**config.mk**
```make
export PLATFORM = sky130hd
export DESIGN_NAME = bin_to_bcd_seq
export DESIGN_NICKNAME = d
export VERILOG_FILES = /design/src/rtl/bin_to_bcd_seq.sv
export SDC_FILE = /design/constraint.sdc
export NUM_CORES = 1
export LEC_CHECK = 0
export CAP_MARGIN = 20
export CORE_MARGIN = 3
export CORE_UTILIZATION = 50
export CTS_CLUSTER_DIAMETER = 30
export DETAILED_ROUTE_END_ITERATION = 10
export GPL_TIMING_DRIVEN = 0
export MAX_ROUTING_LAYER = met4
export PLACE_DENSITY = 0.75
export REMOVE_ABC_BUFFERS = 1
export SLEW_MARGIN = 20
export SYNTH_ARGS = -nofsm -noshare
export SYNTH_HDL_FRONTEND = slang
export SYNTH_SLANG_ARGS = --single-unit
```
**constraint.sdc**
```tcl
create_clock -name clock -period 5.28 [get_ports clock]
set_input_delay 1.056 -clock clock [delete_from_list [all_inputs] [get_ports clock]]
set_output_delay 1.056 -clock clock [all_outputs]
set_load 0.05 [all_outputs]
```
**src/rtl/bin_to_bcd_seq.sv**
```systemverilog
// Sequential double-dabble binary-to-BCD converter with status display mux.
// Optional build macro SIGNED_EN: two's complement input, magnitude + sign.
module bin_to_bcd_seq #(
  parameter int DATA_W = 32,
  parameter int DIGITS = 10
) (
  input  logic                  clock,
  input  logic                  reset,
  input  logic                  start,
  input  logic [DATA_W-1:0]     data_bin,
  input  logic                  not_out,
  input  logic                  flag_w,
  input  logic                  hlt,
  output logic                  busy,
  output logic                  done,
  output logic                  ovf,
  output logic                  sign,
  output logic [4*DIGITS-1:0]   bcd_out
);

  localparam int CW = (DATA_W > 1) ? $clog2(DATA_W) : 1;
  localparam int BW = 4 * DIGITS;
  localparam logic [11:0] HALT_PAT = 12'hCDE;

  typedef enum logic [1:0] {
    IDLE,
    SHIFT,
    DONE
  } state_t;

  state_t            state;
  logic [DATA_W-1:0] sreg;
  logic [BW-1:0]     acc;
  logic [BW-1:0]     result;
  logic [CW-1:0]     cnt;
  logic              ovf_acc;
  logic              sign_pend;

  logic [BW-1:0]     adj;
  logic [BW-1:0]     acc_nx;
  logic              carry;
  logic [DATA_W-1:0] sreg_nx;
  logic [DATA_W-1:0] mag;
  logic              sgn_in;
  logic              last;
  logic [BW-1:0]     res_nx;
  logic [BW-1:0]     disp_nx;

`ifdef SIGNED_EN
  assign sgn_in = data_bin[DATA_W-1];
  assign mag    = sgn_in ? (~data_bin) + DATA_W'(1)
                         : data_bin;
`else
  assign sgn_in = 1'b0;
  assign mag    = data_bin;
`endif

  // Add 3 to every digit above 4 before the shift
  always_comb begin
    adj = acc;
    for (int k = 0; k < DIGITS; k++) begin
      if (acc[4*k +: 4] > 4'd4)
        adj[4*k +: 4] = acc[4*k +: 4] + 4'd3;
    end
  end

  assign {carry, acc_nx} = {adj, sreg[DATA_W-1]};
  assign sreg_nx = sreg << 1;
  assign last    = (state == SHIFT) && (cnt == '0);

  // Result as it will be after this edge, so display tracks done
  always_comb begin
    res_nx = result;
    if (last)
      res_nx = acc_nx;
  end

  // Status code priority mux feeding the digit register
  always_comb begin
    disp_nx = {DIGITS{4'hA}};
    priority case (1'b1)
      hlt: begin
        for (int k = 0; k < 3 && k < DIGITS; k++)
          disp_nx[4*k +: 4] = HALT_PAT[4*k +: 4];
      end
      flag_w:  disp_nx = {DIGITS{4'hB}};
      not_out: disp_nx = {DIGITS{4'hA}};
      default: disp_nx = res_nx;
    endcase
  end

  // Conversion FSM with registered handshake outputs
  always_ff @(posedge clock or posedge reset) begin
    if (reset) begin
      state     <= IDLE;
      busy      <= 1'b0;
      done      <= 1'b0;
      ovf       <= 1'b0;
      sign      <= 1'b0;
      sign_pend <= 1'b0;
      result    <= '0;
      sreg      <= '0;
      acc       <= '0;
      cnt       <= '0;
      ovf_acc   <= 1'b0;
    end else begin
      done <= 1'b0;
      unique case (state)
        IDLE, DONE: begin
          if (start) begin
            sreg      <= mag;
            acc       <= '0;
            ovf_acc   <= 1'b0;
            cnt       <= CW'(DATA_W - 1);
            sign_pend <= sgn_in;
            busy      <= 1'b1;
            state     <= SHIFT;
          end else begin
            state <= IDLE;
          end
        end
        SHIFT: begin
          sreg    <= sreg_nx;
          acc     <= acc_nx;
          ovf_acc <= ovf_acc | carry;
          cnt     <= cnt - CW'(1);
          if (cnt == '0) begin
            result <= acc_nx;
            ovf    <= ovf_acc | carry;
            sign   <= sign_pend;
            done   <= 1'b1;
            busy   <= 1'b0;
            state  <= DONE;
          end
        end
        default: state <= IDLE;
      endcase
    end
  end

  // Registered digit bus
  always_ff @(posedge clock or posedge reset) begin
    if (reset)
      bcd_out <= {DIGITS{4'hA}};
    else
      bcd_out <= disp_nx;
  end

endmodule

```
==> flow_summary.json <==
{
  "outcome": "complete, no violations",
  "rsz0062_at_grt": "false",
  "critPathBufInv": 1,
  "synth_top_area_share_pct": 50.2,
  "wirelength_um": 15800,
  "ctsHtreeMaxLevel": 4,
  "post_cts_buffers": 0,
  "cts_buffers": 17,
  "dr.pass1.iters": 5,
  "maxSlewHeadroom_pct": 44.1,
  "clk_latency_ps": 430,
  "ys_seq_elements": 163,
  "grt_max_degree": 107,
  "placed_area_mm2": 0.00810,
  "diodes": 0,
  "r2r_start": "state[0]",
  "cts_max_path_buffers": 2,
  "maxSlewViolCount": 0,
  "finalCritPeriodShare_pct": 62.6,
  "drc": 0,
  "fp.dieH_um": 125,
  "clock-sinks": 163,
  "setup_viol": 0,
  "viasPerCell": 5.68,
  "cp_slowest_cell": "inv_2",
  "rr_worst_depth": 5,
  "grtUsageTotal_pct": 21.7,
  "hp-class": "reg -> reg",
  "synthCells": 680,
  "critPathKind": "reg -> reg",
  "grt_overflow": 0,
  "max_freq_ghz": 0.303,
  "period_needed_ps": 3300,
  "grt_pass1_wl_um": 26800,
  "hold_violations": 0,
  "crit_cells": 5,
  "final_cell_area_mm2": 0.00872,
  "ios": 82,
  "fin_total_pwr_uw": 5220,
  "holdCritStartpoint": "result[1]",
  "r2r_end": "bcd_out[30]",
  "synthTopCellsByArea": "dfrtp_1, dfstp_2, nand2_1",
  "worst_ep_arrival_time_ps": 3610,
  "async_reset_ff_share_pct": 100,
  "drt_iter0_markers": 530,
  "synth_top_area_cell": "dfrtp_1",
  "leakagePower_uw": 0.00387,
  "fin_cells": 932,
  "first_global_vias": 5535,
  "initial_utilization_pct": 52.4,
  "cts_resized": 0,
  "rows": 42,
  "wl_per_cell_um": 16.9,
  "max_cap_viol_count": 0,
  "synth-edff-count": 0,
  "cts_root_buf": "clkbuf_16",
  "route.vias.total": 5296,
  "synthFlopType": "dfrtp_1",
  "place.gp.congestion": 0.830,
  "dp.cells": 900,
  "hold_depth": 2,
  "synth.distinct_cells": 46,
  "fin_skew_ps": 7.77,
  "vdd_ir_drop_max_mv": 0.302,
  "reg2reg_slack_ps": 1980,
  "p_per_area_mw_per_mm2": 599,
  "worstPathMaxFanout": 84,
  "layout.nets": 802,
  "detail-route-antenna-nets": 0,
  "worstMarginPinSlew_ps": 839,
  "yosysSeqAreaShare_pct": 57.6,
  "syn2layout_area_growth_pct": 22.3,
  "cp_data_required_time_ps": 5590,
  "crit_chain": "nor2b_4, nand2_4, inv_2, nand2_1, o21ai_0",
  "crit_path_end_kind": "flip-flop",
  "max_stage_delay_ps": 740,
  "fp.dieW_um": 125,
  "synth.avg_cell_area_um2": 10.5,
  "antenna_found_initial": 0,
  "path_clk_slew_ps": 60,
  "hold_buffers": 0,
  "place_hpwl_um": 10100,
  "synth-warning-count": 0,
  "startpoint_type": "flip-flop",
  "port_buffers": 80,
  "synth_area_mm2": 0.00713,
  "worstHoldEndpoint": "result[1]",
  "core_mm2": 0.0136,
  "cp_top_family": "simple AND/OR/NAND/NOR gates",
  "cts_tree": "yes",
  "dieArea_mm2": 0.0157,
  "drive_gt1_share_pct": 11.4
}
-- flip-flops by register name, indices dropped and copies added (netlist names) --
| register | count |
|---|---|
| acc | 40 |
| bcd_out | 40 |
| result | 40 |
| sreg | 32 |
| cnt | 5 |
| state | 2 |
| busy | 1 |
| done | 1 |
| ovf | 1 |
| ovf_acc | 1 |
-- layout by cell type, fill, tap and decap left out, types with 3 or more instances in the layout --
master / instances
nand3_1: 8
nor4_1: 3
o211ai_1: 23
a211o_1: 3
nand2_1: 105
and3_1: 3
inv_1: 38
a2bb2oi_1: 3
a22oi_1: 35
clkbuf_16: 17
nor3_1: 17
or4b_2: 6
a21oi_1: 36
o21bai_1: 4
mux2_2: 13
nor2_1: 19
ha_1: 21
dfstp_2: 20
a22o_1: 7
nor2b_1: 3
dfrtp_1: 143
mux2i_1: 3
clkbuf_8: 4
nand2b_1: 4
clkinv_2: 4
o22ai_1: 23
clkdlybuf4s50_1: 80
bufinv_16: 3
o21ai_0: 61
a21o_1: 4
xnor2_1: 10
-- area by class of cell --
class | count | area [µm²]
Clock buffer | 23 | 488
Clock inverter | 9 | 128
Fill cell | 1023 | 4890
Inverter | 40 | 158
Multi-Input combinational cell | 435 | 2700
Sequential cell | 163 | 4100
Tap cell | 176 | 220
Timing Repair Buffer | 86 | 918
-- worst max path at each step --
stage / from / end / slack (ps)
floorplan: reset / acc[0] / -150
global placement: reset / result[15] / -2090
detailed placement: not_out / bcd_out[30] / 1870
CTS: state[0] / bcd_out[30] / 1950
global route: state[0] / bcd_out[30] / 1620
finish: state[0] / bcd_out[30] / 1980
-- power breakdown --
part | switching [µW] | leakage [µW] | internal, µW
registers | 289 | 0.00201 | 1710
logic | 1160 | 0.00155 | 783
clock network | 483 | 0.000307 | 792
-- logic make-up (layout without fill, tap and decap cells) --
family          count (synthesis)  in the layout  share of synthesized area (%)
mux                            16             16                           2.48
simple gates                  179            179                           11.6
buf+inv                        82            158                           4.99
flops                         163            163                           57.6
fa+ha+maj                      21             21                           3.69
compound gates                208            208                           18.4
other cells                     1              1                         0.0526
xor+xnor                       10             10                           1.23
-- routing by layer --
layer	track usage (%)	wire, µm	vias up
met3	5.33	757	21
met4	7.53	258	0
met5	-	0	-
met2	36.1	8140	132
met1	26.0	6610	2621
li1	-	-	2522
-- worst min-delay path, stage by stage, from the launching register on --
cell and delay [ps]:
dfrtp_1 320, nand2_1 50, o21ai_0 70
-- stage by stage --
step | setup WS [ps] | hold slack [ps] | util [%] | setup TNS, ps
finish | 1980 | 474 | 64.0 | 0
global route | 1620 | 499 | 64.0 | 0
CTS | 1950 | 479 | 64.0 | 0
detailed placement | 1870 | 464 | 59.5 | 0
global placement | -2090 | 455 | 58.3 | -373790
floorplan | -148 | 444 | - | -21150
-- cell usage after synthesis, types with 5 or more instances --
cell type / n
nor3_1: 18
ha_1: 21
nor2b_1: 5
nand3_1: 8
dfstp_2: 20
mux2_2: 13
xnor2_1: 10
o21ai_0: 61
nor2_1: 20
a22oi_1: 35
inv_1: 39
or4b_2: 6
clkbuf_1: 27
o22ai_1: 23
a21oi_1: 36
o211ai_1: 23
buf_2: 5
nand2b_1: 5
a22o_1: 7
nand2_1: 105
dfrtp_1: 143
No activity file was read; power rests on OpenSTA's default activity.
